## config.mk

```make
export PLATFORM = sky130hd
export DESIGN_NAME = cpu_controller
export DESIGN_NICKNAME = d
export VERILOG_FILES = /design/src/rtl/cpu_controller.sv
export SDC_FILE = /design/constraint.sdc
export NUM_CORES = 1
export LEC_CHECK = 0
export BUFFER_PORTS_ARGS = -buffer_cell sky130_fd_sc_hd__buf_2
export CELL_PAD_IN_SITES_DETAIL_PLACEMENT = 0
export CELL_PAD_IN_SITES_GLOBAL_PLACEMENT = 1
export CORE_UTILIZATION = 36
export DETAILED_ROUTE_END_ITERATION = 10
export PLACE_DENSITY_LB_ADDON = 0.1
export SYNTH_ARGS = -nofsm -noshare
export SYNTH_HDL_FRONTEND = slang
export SYNTH_SLANG_ARGS = --single-unit
```

## constraint.sdc

```tcl
create_clock -name clk -period 2.5 [get_ports clk]
set_input_delay 0.5 -clock clk [delete_from_list [all_inputs] [get_ports clk]]
set_output_delay 0.5 -clock clk [all_outputs]
set_load 0.01 [all_outputs]
```

## src/rtl/cpu_controller.sv

```systemverilog
// cpu_controller: run/halt sequencer, decoder, memory stall and retire counter.
// Optional CTRL_ILLEGAL_TRAP_EN: illegal opcodes halt and raise illegal.
module cpu_controller #(
  parameter int MEM_LAT = 2,
  parameter int CNT_W   = 16
) (
  input  logic             clk,
  input  logic             rst,
  input  logic             start,
  input  logic [3:0]       opcode,
  input  logic [7:0]       func,
  input  logic             zero,
  output logic [2:0]       ALUOP,
  output logic [1:0]       PCSel,
  output logic [1:0]       ALUSel,
  output logic             dataSel,
  output logic             regWriteEn,
  output logic             memWriteEn,
  output logic             changeWnd,
  output logic             pcWriteEn,
  output logic             busy,
  output logic             halted,
`ifdef CTRL_ILLEGAL_TRAP_EN
  output logic             illegal,
`endif
  output logic [CNT_W-1:0] retired
);

  typedef enum logic [1:0] {
    IDLE    = 2'd0,
    EXEC    = 2'd1,
    MEMWAIT = 2'd2,
    HALT    = 2'd3
  } state_e;

  localparam logic [3:0] OP_LOAD  = 4'b0000;
  localparam logic [3:0] OP_STORE = 4'b0001;
  localparam logic [3:0] OP_JUMP  = 4'b0010;
  localparam logic [3:0] OP_WND   = 4'b0011;
  localparam logic [3:0] OP_BRZ   = 4'b0100;
  localparam logic [3:0] OP_HALT  = 4'b0101;
  localparam logic [3:0] OP_RTYPE = 4'b1000;
  localparam logic [3:0] OP_ADDI  = 4'b1100;
  localparam logic [3:0] OP_SUBI  = 4'b1101;
  localparam logic [3:0] OP_ANDI  = 4'b1110;
  localparam logic [3:0] OP_ORI   = 4'b1111;

  localparam logic [2:0] A_ADD = 3'd0;
  localparam logic [2:0] A_SUB = 3'd1;
  localparam logic [2:0] A_AND = 3'd2;
  localparam logic [2:0] A_OR  = 3'd3;
  localparam logic [2:0] A_NOT = 3'd4;

  localparam bit         STALL    = (MEM_LAT > 1);
  localparam logic [3:0] CNT_INIT = STALL ? 4'(MEM_LAT - 2) : 4'd0;

  state_e           state_q, state_d;
  logic [3:0]       cnt_q, cnt_d;
  logic [CNT_W-1:0] retired_q;
  logic             mem_op;
`ifdef CTRL_ILLEGAL_TRAP_EN
  logic             ill_q, ill_d;
  assign illegal = ill_q;
`endif

  assign retired = retired_q;

  // State, wait counter and retire counter registers.
  always_ff @(posedge clk) begin
    if (rst) begin
      state_q   <= IDLE;
      cnt_q     <= 4'd0;
      retired_q <= '0;
`ifdef CTRL_ILLEGAL_TRAP_EN
      ill_q     <= 1'b0;
`endif
    end else begin
      state_q <= state_d;
      cnt_q   <= cnt_d;
`ifdef CTRL_ILLEGAL_TRAP_EN
      ill_q   <= ill_d;
`endif
      if (pcWriteEn)
        retired_q <= retired_q + {{(CNT_W-1){1'b0}}, 1'b1};
    end
  end

  // Next-state and decode; enables are forced low while reset is held.
  always_comb begin
    state_d    = state_q;
    cnt_d      = cnt_q;
    ALUOP      = A_ADD;
    PCSel      = 2'd0;
    ALUSel     = 2'd0;
    dataSel    = 1'b0;
    regWriteEn = 1'b0;
    memWriteEn = 1'b0;
    changeWnd  = 1'b0;
    pcWriteEn  = 1'b0;
    busy       = 1'b0;
    halted     = 1'b0;
    mem_op     = 1'b0;
`ifdef CTRL_ILLEGAL_TRAP_EN
    ill_d      = ill_q;
`endif
    unique case (state_q)
      IDLE: begin
        if (start) state_d = EXEC;
      end
      HALT: begin
        halted = 1'b1;
        if (start) begin
          state_d = EXEC;
`ifdef CTRL_ILLEGAL_TRAP_EN
          ill_d   = 1'b0;
`endif
        end
      end
      EXEC: begin
        busy      = 1'b1;
        pcWriteEn = 1'b1;
        case (opcode)
          OP_LOAD: begin
            dataSel    = 1'b1;
            regWriteEn = 1'b1;
            mem_op     = 1'b1;
          end
          OP_STORE: begin
            memWriteEn = 1'b1;
            mem_op     = 1'b1;
          end
          OP_JUMP: PCSel = 2'd2;
          OP_WND:  changeWnd = 1'b1;
          OP_BRZ: begin
            ALUOP = A_SUB;
            PCSel = zero ? 2'd1 : 2'd0;
          end
          OP_HALT: state_d = HALT;
          OP_RTYPE: begin
            priority case (1'b1)
              func[0]: begin ALUSel = 2'd1; regWriteEn = 1'b1; end
              func[1]: begin ALUSel = 2'd1; regWriteEn = 1'b1; end
              func[2]: begin ALUOP = A_ADD; regWriteEn = 1'b1; end
              func[3]: begin ALUOP = A_SUB; regWriteEn = 1'b1; end
              func[4]: begin ALUOP = A_AND; regWriteEn = 1'b1; end
              func[5]: begin ALUOP = A_OR;  regWriteEn = 1'b1; end
              func[6]: begin ALUOP = A_NOT; regWriteEn = 1'b1; end
              default: ;
            endcase
          end
          OP_ADDI: begin ALUSel = 2'd2; ALUOP = A_ADD; regWriteEn = 1'b1; end
          OP_SUBI: begin ALUSel = 2'd2; ALUOP = A_SUB; regWriteEn = 1'b1; end
          OP_ANDI: begin ALUSel = 2'd2; ALUOP = A_AND; regWriteEn = 1'b1; end
          OP_ORI:  begin ALUSel = 2'd2; ALUOP = A_OR;  regWriteEn = 1'b1; end
          default: begin
`ifdef CTRL_ILLEGAL_TRAP_EN
            pcWriteEn = 1'b0;
            state_d   = HALT;
            ill_d     = 1'b1;
`endif
          end
        endcase
        if (mem_op && STALL) begin
          pcWriteEn  = 1'b0;
          regWriteEn = 1'b0;
          memWriteEn = 1'b0;
          cnt_d      = CNT_INIT;
          state_d    = MEMWAIT;
        end
      end
      MEMWAIT: begin
        busy    = 1'b1;
        dataSel = (opcode == OP_LOAD);
        if (cnt_q == 4'd0) begin
          pcWriteEn  = 1'b1;
          regWriteEn = (opcode == OP_LOAD);
          memWriteEn = (opcode == OP_STORE);
          state_d    = EXEC;
        end else begin
          cnt_d = cnt_q - 4'd1;
        end
      end
      default: state_d = IDLE;
    endcase
    if (rst) begin
      regWriteEn = 1'b0;
      memWriteEn = 1'b0;
      changeWnd  = 1'b0;
      pcWriteEn  = 1'b0;
    end
  end

endmodule
```

# Yosys cells after proc, flatten, opt, wreduce, memory -nomap -nowiden
# Index checks and enable logic that the tools add are counted.
op_classes:
  n_reduce_logical: 12
  muxes: 54
  n_addsub: 2
  n_eq_ne: 18
op_table:
  columns: ["op", "n"]
  rows:
  - ["1-bit 2-to-1 mux", 28]
  - ["3-bit 2-to-1 mux", 8]
  - ["4-bit equality test (second input constant)", 5]
  - ["16-bit by 1-bit adder with 16-bit output (second input constant)", 1]
  - ["2-bit 2-to-1 mux", 6]
  - ["3-bit case mux with 4 select lines", 1]
  - ["1-bit case mux with 2 select lines", 5]
  - ["4-bit by 2-bit equality test with 1-bit output (second input constant)", 2]
  - ["4-bit by 3-bit equality test with 1-bit output (second input constant)", 2]
  - ["4-bit zero test", 2]
  - ["4-bit 2-to-1 mux", 2]
  - ["2-bit case mux with 2 select lines", 2]
  - ["4-bit case mux with 2 select lines", 1]
  - ["2-bit OR reduction", 4]
  - ["2-bit inequality test (second input constant)", 3]
  - ["2-bit case mux with 3 select lines", 1]
  - ["3-bit AND reduction", 2]
  - ["5-bit OR reduction", 1]
  - ["2-bit equality test (second input constant)", 2]
  - ["4-bit by 1-bit equality test with 1-bit output (second input constant)", 1]
  - ["4-bit OR reduction", 1]
  - ["4-bit by 1-bit subtractor with 4-bit output (second input constant)", 1]
  - ["3-bit by 2-bit inequality test with 1-bit output (second input constant)", 1]
  - ["2-bit by 1-bit equality test with 1-bit output (second input constant)", 1]
  - ["other kinds (3)", 3]
totals:
  reg_bits: 22
  in_bits: 16
  out_inout_bits: 30

# Longest topological paths before layout
depth:
  ltp_word: 11
  mapped_depth: 8
  mapped_depth_nobuf: 7

# Worst setup path after synthesis
# OpenSTA, ideal clock, no wires.
synth_timing:
  kind: "reg-to-output"
  from: "register state_q[0]"
  to: "output regWriteEn"
  arrival_ps: 1713
  stages_incl_launch_ff: 9
  slack_ps: 287
  n_path_buf: 1
  t_required_ps: 2000
  path_cell_list: "dfxtp_1 -> inv_1 -> ha_1 -> nor2_1 -> a32oi_2 -> buf_4 -> inv_1 -> nand2_1 -> a22oi_1"
synth_via:
  elab_chain_len: 3
  word_cells_on_any_way: 4
  classes_between: "2 x eq/ne; 2 x mux"
synth_rtl:
  columns: ["element", "line_no", "text"]
  rows:
  - ["start: declaration", "57", "state_e state_q, state_d;"]
  - ["start signal: assignment", "78", "state_q <= state_d;"]
  - ["2-bit equality test / 2-bit by 1-bit equality test with 1-bit output (equally long branches)", "106", "unique case (state_q)"]
  - ["1-bit case mux with 2 select lines (*)", "106", null]
  - ["1-bit 2-to-1 mux (*)", "185", "if (rst) begin"]
  - ["end: declaration", "17", "output logic regWriteEn,"]
# Every way passes the cells marked *; elsewhere a longest branch is shown, timed or not.

# Worst setup path in the final report
layout_timing:
  from: "register cnt_q[0]"
  to: "output regWriteEn"
layout_via:
  elab_chain_len: 4
layout_rtl:
  columns: ["element", "line_no", "text"]
  rows:
  - ["start: declaration", "58", "logic [3:0] cnt_q, cnt_d;"]
  - ["start signal: assignment", "79", "cnt_q <= cnt_d;"]
  - ["4-bit zero test", "174", "if (cnt_q == 4'd0) begin"]
  - ["1-bit 2-to-1 mux", "174", null]
  - ["1-bit case mux with 2 select lines", "106", null]
  - ["1-bit 2-to-1 mux", "185", null]
# Every way passes these cells.

==> flow_summary_export.csv <==
group,metric,value,unit
timing,final_max_slew_viol_count,0,
logic_synthesis,avgSynthCellArea,7.736,µm²
clock_network,clock_latency,260,ps
power,power.leakage,0.0007165,µW
layout,antenna_cells,0,
worst_setup_path,required,2000,ps
place,place_inst,273,
worst_setup_path,start_kind,"flip-flop",
layout,layout.cells.most_common,"buf_2",
timing,skew,7.346,ps
clock_network,clock_sinks,22,
clock_network,root_buffer,"clkbuf_8",
logic_synthesis,syn-num-nets,212,
timing,fmax,429.7,MHz
timing,worst_pin_slew,443.0,ps
timing,rsz0062_at_grt,"false",
drt,drt_iter0_drc,100,
worst_setup_path,reg2reg_slack,420,ps
logic_synthesis,synthArstFlopShare,0,%
grt,grt.total_usage,18.80,%
worst_setup_path,arrival,1830,ps
layout,layout.nets,252,
drt,wl_per_cell,14.13,µm
worst_setup_path,worstSetupEndpointType,"primary output",
timing,hold_viol,0,
grt,grt_pass1_vias,1494,
status,status,"finished clean",
grt,grt_max_degree,30,
floorplanning,rows,22,
grt,antenna_found_initial,0,
job,max_cap_violations,0,
hold_path,min_path_type,"flip-flop to flip-flop",
logic_synthesis,ys_types,41,
timing,slew_headroom,70.19,%
clock_network,clockBufferDepth,2,
floorplanning,core,0.003799,mm²
logic_synthesis,synth_seq_area_share,29.81,%
timing,final.period_utilization,93.10,%
grt,gr-total-overflow,0,
clock_network,numCtsBuffers,3,
drt,dr.pass1.iters,4,
place,gp_congestion,0.8169,
timing,setup_violations,0,
logic_synthesis,ys.flop_type,"dfxtp_1",
power,power_density,489.0,mW/mm²
floorplanning,ios,46,
place,portBuffers,44,
drt,routed_wl,3.928,mm
clock_network,holdBufCountCts,0,
drt,final_antenna_net_count,0,
power,ir_worst_vdd,0.3525,mV
grt,grt_pass1_wl,6.423,mm
drt,route.detailed.drc,0,
timing,setup_tns,0,ps
floorplanning,die_h,66.07,µm
layout,layout.cells.non_filler,278,
timing,fin_crit,2327,ps
clock_network,cts_tree,"built",
drt,via_count,1571,
clock_network,cts.reportedPaths.clkPinSlew,90,ps
timing,holdWs,497.7,ps
worst_setup_path,crit_fanout,5,
worst_setup_path,critical_path_class,"flip-flop to primary output",
floorplanning,die_w,66.07,µm
logic_synthesis,syn-cell-area,0.001478,mm²
place,dp_hpwl,2.869,mm
floorplanning,die_area,0.004365,mm²
logic_synthesis,synth_edf_count,0,
layout,drive_gt1_share,26.96,%
layout,final_cell_mix,"buf_2, dfxtp_1, a21oi_1",
logic_synthesis,yosys_register_bits,22,
floorplanning,initial_utilization,38.90,%
layout,area_delta_synth_final,22.44,%
clock_network,htree_levels,1,
logic_synthesis,synth_warnings,0,
logic_synthesis,synth_cells,191,
drt,viasPerCell,5.651,
==> worst max-delay path, cell delays in order (launching register included) <==
cell and delay (ps):
dfxtp_1 350, inv_1 120, ha_2 220, nor3b_4 230, a32oi_2 160, inv_2 110
nand2_1 50, a22oi_1 160, buf_2 160
==> report_power, final <==
| group | switching, µW | internal, µW | leakage [µW] |
|---|---|---|---|
| clock | 119 | 214 | 0.0000357 |
| sequential | 9.11 | 358 | 0.000178 |
| combinational | 114 | 71.4 | 0.000503 |
| total | 242 | 643 | 0.000716 |
==> area by class of cell <==
type,count,area [µm²]
fillers,379,1989
well taps,48,60.06
multi-input cells,147,952.2
inverters,9,33.78
clock buffers,3,41.29
clock inverters,1,30.03
repair buffers,48,250.2
flip-flops and latches,22,441.7
==> through the flow <==
step                      cell area [µm²]  utilization, %  total power [µW]  setup slack [ps]
after floorplan                      1478               -             498.7             287.3
final                                1809           47.63             884.7             172.6
after global placement               1712           45.06             544.0             302.4
after detailed placement             1712           45.06             549.7             271.1
after global routing                 1809           47.63             934.7             31.51
after CTS                            1798           47.33             886.5             5.346
==> per-layer routing <==
layer  share of wire (%)  track usage, %
met4                0.56           6.383
met2                  50           33.16
met5                   0               0
met3                 3.4           3.966
met1                  46           22.28
==> logic make-up after synthesis <==
logic type / share of synthesized area (%)
XOR/XNOR: 0.5928
flip-flops: 29.81
multiplexers: 0.6774
AO/OA/AOI/OAI: 24.90
adder cells (fa/ha/maj): 4.234
AND/OR/NAND/NOR: 32.85
buffers and inverters: 6.943
==> worst paths after layout <==
check | startpoint | to | cells past startpoint
worst min-delay path | retired[15] | retired[15] | 2
worst min register to register | retired[15] | retired[15] | 2
worst max-delay path | cnt_q[0] | regWriteEn | 8
worst max register to register | cnt_q[0] | retired[9] | 7
==> repair_timing <==
| item | in CTS | in global routing |
|---|---|---|
| endpoints found under the setup margin | 1 | 1 |
| setup buffers | 1 | 0 |
| gates resized for setup | 2 | 5 |
==> cells in the mapped netlist (all sizes together), types with 2 or more instances <==
master,instances,area share [%]
nand3b,2,1.0
a22oi,4,2.0
or3,4,2.0
o21a,2,1.0
nand2,14,3.6
o21ai,5,1.7
clkbuf,8,2.0
dfxtp,22,30
nor3,6,2.0
nor4,2,0.85
and3,4,1.7
a21oi,18,6.1
or4,12,6.1
nand3,10,3.4
inv,9,2.3
nor2b,3,1.3
o31ai,16,8.1
and4,2,1.2
ha,5,4.2
buf,5,2.6
o31a,2,1.2
nand2b,3,1.3
nor2,14,3.6
nand4,4,1.7
nor3b,4,2.8
==> flip-flops by register name, indices dropped and copies added (netlist names) <==
| name | cells |
|---|---|
| state_q | 2 |
| cnt_q | 4 |
| retired | 16 |
No activity file was read; power rests on OpenSTA's default activity.
